## src/rtl/uart_tx_fifo_if.sv

```systemverilog
// Host-side and driver-side signal bundle for the UART transmit FIFO.
// The master modport is the host/driver view; the slave modport is the FIFO.
interface uart_tx_fifo_if #(
    parameter int DEPTH = 16
);
    localparam int AW = $clog2(DEPTH);

    logic          wr_en;
    logic [7:0]    wr_data;
    logic          clr_ovf;
    logic          UART_Ready;
    logic          UART_Busy;
    logic          UART_Start;
    logic [7:0]    tx_data;
    logic          full;
    logic          empty;
    logic [AW:0]   count;
    logic          overflow;
    logic          tx_active;

    modport master (
        output wr_en,
        output wr_data,
        output clr_ovf,
        output UART_Ready,
        output UART_Busy,
        input  UART_Start,
        input  tx_data,
        input  full,
        input  empty,
        input  count,
        input  overflow,
        input  tx_active
    );

    modport slave (
        input  wr_en,
        input  wr_data,
        input  clr_ovf,
        input  UART_Ready,
        input  UART_Busy,
        output UART_Start,
        output tx_data,
        output full,
        output empty,
        output count,
        output overflow,
        output tx_active
    );
endinterface

```

## src/rtl/uart_tx_fifo.sv

```systemverilog
// Byte FIFO feeding a UART driver: host writes bytes, an FSM pops one per
// driver Busy episode and strobes UART_Start with the byte on tx_data.
module uart_tx_fifo #(
    parameter int DEPTH = 16
) (
    input  logic         clk,
    input  logic         rst,
    uart_tx_fifo_if.slave bus
);
    localparam int AW = $clog2(DEPTH);
    localparam logic [AW:0]   FULL_COUNT = (AW + 1)'(DEPTH);
    localparam logic [AW:0]   COUNT_ONE  = (AW + 1)'(1);
    localparam logic [AW-1:0] PTR_ONE    = AW'(1);

    typedef enum logic [1:0] {
        IDLE      = 2'd0,
        LOAD      = 2'd1,
        WAIT_BUSY = 2'd2,
        WAIT_DONE = 2'd3
    } state_t;

    state_t        state_q, state_d;
    logic [AW-1:0] wr_ptr_q, wr_ptr_d;
    logic [AW-1:0] rd_ptr_q, rd_ptr_d;
    logic [AW:0]   count_q, count_d;
    logic          overflow_q, overflow_d;
    logic [7:0]    tx_data_q, tx_data_d;
    logic [7:0]    mem_q [DEPTH];

    logic full;
    logic empty;
    logic push;
    logic drop;
    logic pop;

    // Full and empty come from the occupancy count only; the pointers wrap freely.
    always_comb begin
        full  = (count_q == FULL_COUNT);
        empty = (count_q == '0);
        push  = bus.wr_en && !full;
        drop  = bus.wr_en && full;
        pop   = (state_q == IDLE) && !empty && bus.UART_Ready;
    end

    always_comb begin
        wr_ptr_d   = wr_ptr_q;
        rd_ptr_d   = rd_ptr_q;
        count_d    = count_q;
        overflow_d = overflow_q;
        tx_data_d  = tx_data_q;

        if (push) begin
            wr_ptr_d = wr_ptr_q + PTR_ONE;
        end
        if (pop) begin
            rd_ptr_d  = rd_ptr_q + PTR_ONE;
            tx_data_d = mem_q[rd_ptr_q];
        end

        if (push && !pop) begin
            count_d = count_q + COUNT_ONE;
        end else if (pop && !push) begin
            count_d = count_q - COUNT_ONE;
        end

        // A dropped write takes priority over a clear on the same edge.
        if (drop) begin
            overflow_d = 1'b1;
        end else if (bus.clr_ovf) begin
            overflow_d = 1'b0;
        end
    end

    always_comb begin
        state_d = state_q;
        unique case (state_q)
            IDLE: begin
                if (pop) begin
                    state_d = LOAD;
                end
            end
            LOAD: begin
                state_d = WAIT_BUSY;
            end
            WAIT_BUSY: begin
                if (bus.UART_Busy) begin
                    state_d = WAIT_DONE;
                end
            end
            WAIT_DONE: begin
                if (!bus.UART_Busy && bus.UART_Ready) begin
                    state_d = IDLE;
                end
            end
            default: begin
                state_d = IDLE;
            end
        endcase
    end

    always_ff @(posedge clk or posedge rst) begin
        if (rst) begin
            state_q    <= IDLE;
            wr_ptr_q   <= '0;
            rd_ptr_q   <= '0;
            count_q    <= '0;
            overflow_q <= 1'b0;
            tx_data_q  <= 8'h00;
        end else begin
            state_q    <= state_d;
            wr_ptr_q   <= wr_ptr_d;
            rd_ptr_q   <= rd_ptr_d;
            count_q    <= count_d;
            overflow_q <= overflow_d;
            tx_data_q  <= tx_data_d;
        end
    end

    // Storage is deliberately left out of reset; stale bytes are unreachable once count is 0.
    always_ff @(posedge clk) begin
        if (push) begin
            mem_q[wr_ptr_q] <= bus.wr_data;
        end
    end

    assign bus.UART_Start = (state_q == LOAD);
    assign bus.tx_active  = (state_q != IDLE);
    assign bus.tx_data    = tx_data_q;
    assign bus.full       = full;
    assign bus.empty      = empty;
    assign bus.count      = count_q;
    assign bus.overflow   = overflow_q;
endmodule

```

## src/flat_wrapper.sv

```systemverilog
// flat-port wrapper written by rule: the top's interface ports become plain ports
module uart_tx_fifo_flat 
#(
    parameter int DEPTH = 16
)
  (clk, rst, bus_wr_en, bus_wr_data, bus_clr_ovf, bus_UART_Ready, bus_UART_Busy, bus_UART_Start, bus_tx_data, bus_full, bus_empty, bus_count, bus_overflow, bus_tx_active);
  uart_tx_fifo_if #(.DEPTH(DEPTH)) bus_i ();
  input  logic clk;
  input  logic rst;
  input wire logic [$bits(bus_i.wr_en)-1:0] bus_wr_en;
  input wire logic [$bits(bus_i.wr_data)-1:0] bus_wr_data;
  input wire logic [$bits(bus_i.clr_ovf)-1:0] bus_clr_ovf;
  input wire logic [$bits(bus_i.UART_Ready)-1:0] bus_UART_Ready;
  input wire logic [$bits(bus_i.UART_Busy)-1:0] bus_UART_Busy;
  output wire logic [$bits(bus_i.UART_Start)-1:0] bus_UART_Start;
  output wire logic [$bits(bus_i.tx_data)-1:0] bus_tx_data;
  output wire logic [$bits(bus_i.full)-1:0] bus_full;
  output wire logic [$bits(bus_i.empty)-1:0] bus_empty;
  output wire logic [$bits(bus_i.count)-1:0] bus_count;
  output wire logic [$bits(bus_i.overflow)-1:0] bus_overflow;
  output wire logic [$bits(bus_i.tx_active)-1:0] bus_tx_active;
  assign bus_i.wr_en = bus_wr_en;
  assign bus_i.wr_data = bus_wr_data;
  assign bus_i.clr_ovf = bus_clr_ovf;
  assign bus_i.UART_Ready = bus_UART_Ready;
  assign bus_i.UART_Busy = bus_UART_Busy;
  assign bus_UART_Start = bus_i.UART_Start;
  assign bus_tx_data = bus_i.tx_data;
  assign bus_full = bus_i.full;
  assign bus_empty = bus_i.empty;
  assign bus_count = bus_i.count;
  assign bus_overflow = bus_i.overflow;
  assign bus_tx_active = bus_i.tx_active;
  uart_tx_fifo #(.DEPTH(DEPTH)) u_core (.clk(clk), .rst(rst), .bus(bus_i));
endmodule
```

## config.mk

```make
export PLATFORM = sky130hd
export DESIGN_NAME = uart_tx_fifo_flat
export DESIGN_NICKNAME = d
export VERILOG_FILES = /design/src/rtl/uart_tx_fifo_if.sv /design/src/rtl/uart_tx_fifo.sv /design/src/flat_wrapper.sv
export SDC_FILE = /design/constraint.sdc
export NUM_CORES = 1
export LEC_CHECK = 0
export BUFFER_PORTS_ARGS = -buffer_cell sky130_fd_sc_hd__buf_2
export CAP_MARGIN = 20
export CORE_ASPECT_RATIO = 1.1
export CORE_MARGIN = 10
export CORE_UTILIZATION = 54
export DETAILED_ROUTE_END_ITERATION = 16
export GPL_TIMING_DRIVEN = 0
export PLACE_DENSITY = 0.72
export SLEW_MARGIN = 20
export SYNTH_ARGS = -nofsm -noshare
export SYNTH_HDL_FRONTEND = slang
export SYNTH_SLANG_ARGS = --single-unit
```

## constraint.sdc

```tcl
create_clock -name clk -period 3.4 [get_ports clk]
set_input_delay 0 -clock clk [delete_from_list [all_inputs] [get_ports clk]]
set_output_delay 0 -clock clk [all_outputs]
set_load 0.01 [all_outputs]
```

* Word-level counts from Yosys, hierarchy flattened
Memory sizes are Yosys's and may differ from the RTL's. A register that Yosys moved wholly into a read port is not among the register bits.
Index checks and enable logic that the tools add are counted.
W data, S select, Z words.
** Operators by class
- Add/sub/neg operators :: 4
- Equal/unequal tests :: 7
- Multiplexer cells :: 10
- Reductions and logical operators :: 18
** Operators by type and width (number)
- $mux W5 :: 2
- $add A4 B1 Y4 const B :: 2
- $pmux W2 S4 :: 1
- $logic_and A1 B1 Y1 :: 7
- $mux W2 :: 3
- $reduce_bool A2 Y1 :: 3
- $add A5 B1 Y5 const B :: 1
- $eq A5 B5 Y1 const B :: 1
- $logic_not A1 Y1 :: 5
- $logic_not A5 Y1 :: 1
- $sub A5 B1 Y5 const B :: 1
- $eq A2 B2 Y1 const B :: 2
- $mux W1 :: 4
- $ne A2 B1 Y1 const B :: 2
- $reduce_and A3 Y1 :: 1
- $eq A2 B1 Y1 const B :: 1
- $logic_not A2 Y1 :: 1
- $ne A2 B2 Y1 const B :: 1
** Storage, ports and cells
- Register bits :: 16
- Memory bits (writable) :: 128
- Bits of input ports :: 14
- Output and inout port bits :: 18
- Word-level logic and storage cells :: 45
- Memories :: 1
** Memory list
- u_core.mem_q :: words 16, bits a word 8, read ports 1, clocked after memory_dff 1, wr ports 1, RTL line uart_tx_fifo.sv:28 : logic [7:0] mem_q [DEPTH];

* Logic depth before layout (Yosys ltp)
- Depth after elaboration :: 7
- Depth in mapped cells :: 11
- Gate-level depth less buffers :: 10

* Least setup slack after synthesis
Ideal clock, no wire load.
- Kind :: reg-to-reg
- From :: register u_core.count_q[0] (netlist: u_core.bus.count[0])
- To :: register u_core.count_q[4] (netlist: u_core.bus.count[4])
- Setup time :: 80 ps
- Arrival :: 2726 ps
- Required time :: 3320 ps
- Path slack :: 594 ps
- Cell stages (with the launch flop) :: 11
- Path buffers :: 1
- Clock period less this slack :: 2806 ps
- Cells stage by stage :: dfrtp_1 -> or4_4 -> o211ai_2 -> buf_2 -> ha_1 -> inv_1 -> fa_1 -> a21o_1 -> a21oi_1 -> mux2i_1 -> xnor2_1
** On the way
- Word-level cells in the longest chain between the ends :: 7
- Elaborated cells between the ends (all ways) :: 16
- Classes of those cells :: add/sub (2); eq/ne (1); mux (2); reduce/logical (11)
** Ends and longest elaborated chain
- start: declaration :: RTL line uart_tx_fifo.sv:25 : logic [AW:0] count_q, count_d;
- start signal: assignment :: RTL line uart_tx_fifo.sv:113 : count_q <= count_d;
- branches (longest 7 deep; another with $sub A5 B1 Y5)
Parallel ways; which one is timed is not known. The select of a mux whose other input is x is not followed.
A chain may end at the register's enable or synchronous reset.

* Final worst setup path
Ends and elaborated chain as after synthesis.

==> out/results.ini <==
[yosys]
synthAdderAreaFrac = 0.0311
synth-seq-cells = 152
syn-instance-count = 330
ys_seq_area_frac = 0.709
ys_warn_count = 0
synthFlopType = edfxtp_1
synth-async-reset-ratio = 0.158
ys_types = 35
avgSynthCellArea_um2 = 19.0
synth_nets = 359
synthSimpleGateAreaFrac = 0.0325
synth_mux_area_frac = 0.163
synth_top_family_by_area = multiplexers
synth-compound-area-share = 0.0256
synthXorXnorAreaFrac = 0.0140
synth_area_mm2 = 0.00627
synth_edf_count = 128

[setup_path]
crit_slowest_cell = or4_4
critPathMaxFanout = 10
endpoint = u_core.bus.count[4]$_DFFE_PP0P_
r2r-end = u_core.bus.count[4]$_DFFE_PP0P_
crit_path_start = u_core.bus.count[0]$_DFFE_PP0P_
crit_arrival_ps = 3330
startpoint_type = flip-flop
crit_type = flip-flop to flip-flop
reg2reg_from = u_core.bus.count[0]$_DFFE_PP0P_
rr_worst_depth = 10
cp_slowest_stage_delay_ps = 580
rrSetupSlack_ps = 400
worstPathRequired_ps = 3740
path_cells = or4_4, o211ai_2, buf_2, ha_1, inv_1, fa_1, a21o_1, a21oi_1, mux2i_1, xnor2_1
critPathCaptureType = flip-flop

[placed_design]
gp_congestion = 0.764
pre_cts_slack_ps = 397
io_buffer_count = 31
hpwlAfterDp_mm = 7.89

[pwr]
leakagePower_nw = 2.68
peakVddDrop_mv = 0.414
finalPower_w = 0.00633
p_per_area_mw_per_mm2 = 865

[floorplanning]
rows = 41
fp.dieW_um = 123
die_area_mm2 = 0.0163
ios = 32
core_area_mm2 = 0.0114
start_util = 0.548
chipHeight_um = 133

[drt]
drtAntennaViolNets = 0
drtPass1Iterations = 5
via_per_inst = 5.71
wl_per_cell_um = 22.1
drt-total-wl_mm = 12.2
drc = 0
via_count = 3162
first_iter_violations = 257

[sta]
finalHoldViolCount = 0
slew_headroom = 0.358
timing.final.crit_share = 0.881
fmax_mhz = 334
skew_ps = 10.6
final-setup-viol-count = 0
fin_ws_ps = 403
tightest_slew_ps = 959
min_period_ps = 3000
tns_ps = 0
rsz0062_at_grt = false
drv_slew = 0

[grt]
top_usage_layer = met2
grt.met1_usage = 0.195
grtUsageTotal = 0.159
overflow = 0
antenna_found_initial = 0
grt_util_met3 = 0.0443
grt_use_met2 = 0.261
grt_pass1_wl_mm = 19.3
grt_start_max_net_pins = 25
grt_pass1_vias = 3366

[min_path]
hold_class = input pin to flip-flop

[layout]
antennaDiodeCount = 0
drive_above_1_share = 0.265
fin_nets = 421
syn2layout_area_growth_pct = 16.8
final_core_util = 0.640

[clocking]
cts-htree-levels = 4
cts-root-buf = clkbuf_16
numCtsBuffers = 17
cts_tree = built
clkLatencyLatePin_ps = 420
clk_path_buf_depth = 2
cts_sinks = 152
ctsResizeCount = 0
clk_pin_slew_ps = 60

[job]
cap_viol_max_count = 0

[outcome]
status = complete, no violations

[cell families (layout without fill, tap and decap cells)]
family	count (synthesis)	after routing
DFF	152	152
AOI/OAI and AO/OA	24	24
adders and majority gates	15	15
buffers and inverters	25	99
and+or+nand+nor	46	46
xor gates and xnor gates	10	10
muxes	58	58
[layout by cell type (no fill, tap or decap), types with 3 or more instances in the layout]
cell / synthesis / final
buf_6: 3 / 3
o21ai_0: 10 / 10
xnor2_1: 7 / 7
inv_1: 9 / 9
nand2_1: 14 / 14
bufinv_16: 0 / 3
clkbuf_16: 0 / 17
clkinv_1: 0 / 3
dlygate4sd3_1: 0 / 12
ha_1: 14 / 14
edfxtp_1: 128 / 128
nor2_1: 19 / 19
xor2_1: 3 / 3
buf_4: 4 / 4
clkbuf_1: 1 / 6
a22o_1: 3 / 3
mux2i_1: 17 / 17
a21o_1: 3 / 3
nor3_2: 0 / 4
mux4_2: 24 / 24
dfrtp_1: 24 / 24
mux4_1: 8 / 8
a21oi_1: 4 / 4
buf_2: 4 / 35
mux2_2: 9 / 9
[how the worst min path moves through the flow]
stage | startpoint | end | slack (ps) | depth (start not counted)
after CTS | bus_UART_Busy | u_core.state_q[0]$_DFFE_PP0P_ | 50 | 5
after detailed placement | rst | u_core.bus.overflow$_DFFE_PP0P_ | 240 | 2
final | bus_UART_Busy | u_core.state_q[0]$_DFFE_PP0P_ | 80 | 5
after global placement | rst | u_core.rd_ptr_q[0]$_DFFE_PP0P_ | 240 | 2
after floorplan | rst | u_core.bus.count[0]$_DFFE_PP0P_ | 10 | 1
after global routing | bus_UART_Busy | u_core.state_q[0]$_DFFE_PP0P_ | 90 | 5
[metal layers]
metal | up-vias | routed length (um)
met5 | - | 0
met4 | 0 | 132
met3 | 13 | 748
met2 | 87 | 6440
met1 | 1648 | 4930
li1 | 1414 | -
[cells in the mapped netlist, types with 2 or more instances]
library cell  instances  area share
a21o_1                3      0.0036
mux2i_1              17       0.027
a211o_1               2      0.0028
inv_1                 9      0.0054
a21oi_1               4      0.0032
edfxtp_1            128        0.61
xnor2_1               7      0.0098
buf_6                 3      0.0054
nor2_1               19       0.011
ha_1                 14       0.028
buf_1                 2      0.0012
o21ai_0              10      0.0080
nand2_1              14      0.0084
buf_2                 4      0.0032
nor3_1                4      0.0032
mux2_2                9       0.016
mux4_1                8       0.034
nor2b_1               2      0.0020
nand2b_1              2      0.0020
mux4_2               24       0.086
a22o_1                3      0.0042
dfrtp_1              24       0.096
xor2_1                3      0.0042
buf_4                 4      0.0048
[worst max-delay path: cells and delay by family, from the launching register on]
kind / cells / cell delay [ps]
AO/OA/AOI/OAI: 3 / 550
XOR/XNOR: 1 / 130
adder cells (fa/ha/maj): 2 / 620
buffers and inverters: 2 / 360
flip-flops: 1 / 450
multiplexers: 1 / 240
AND/OR/NAND/NOR: 1 / 580
[flip-flops by register name (all words and copies together), names as in the netlist]
register	cells
u_core.mem_q	128
u_core.state_q	2
u_core.bus.count	5
u_core.bus.overflow	1
u_core.rd_ptr_q	4
u_core.bus.tx_data	8
u_core.wr_ptr_q	4
[power by group]
part           leakage (nW)  internal (W)  switching, W
Sequential             1.45       0.00233      0.000140
Clock                 0.271       0.00114      0.000686
Combinational         0.957      0.000960       0.00107
Total                  2.68       0.00443       0.00190
[metrics by stage]
| step | hold slack, ps | std cells | cell area, um^2 |
|---|---|---|---|
| global placement | 238 | 511 | 6610 |
| global route | 91.9 | 554 | 7320 |
| finish | 80.9 | 554 | 7320 |
| floorplan | 14.6 | 330 | 6270 |
| CTS | 50.4 | 554 | 7320 |
| detailed placement | 239 | 511 | 6630 |
[layout make-up]
cell class                 count  area [um^2]
inverter                       9         33.8
tap                          150          188
clock inverter                 9          126
timing repair buffer          43          275
clock buffer                  22          444
buffer                        16          120
sequential                   152         4440
multi-input combinational    153         1690
fill                         765         4120
[repair_timing]
| item | in CTS | in global routing |
|---|---|---|
| endpoints found under the hold margin | 154 | 0 |
| hold buffers | 12 | 0 |
| setup buffers | 0 | 0 |
(Power assumes the default switching activity.)
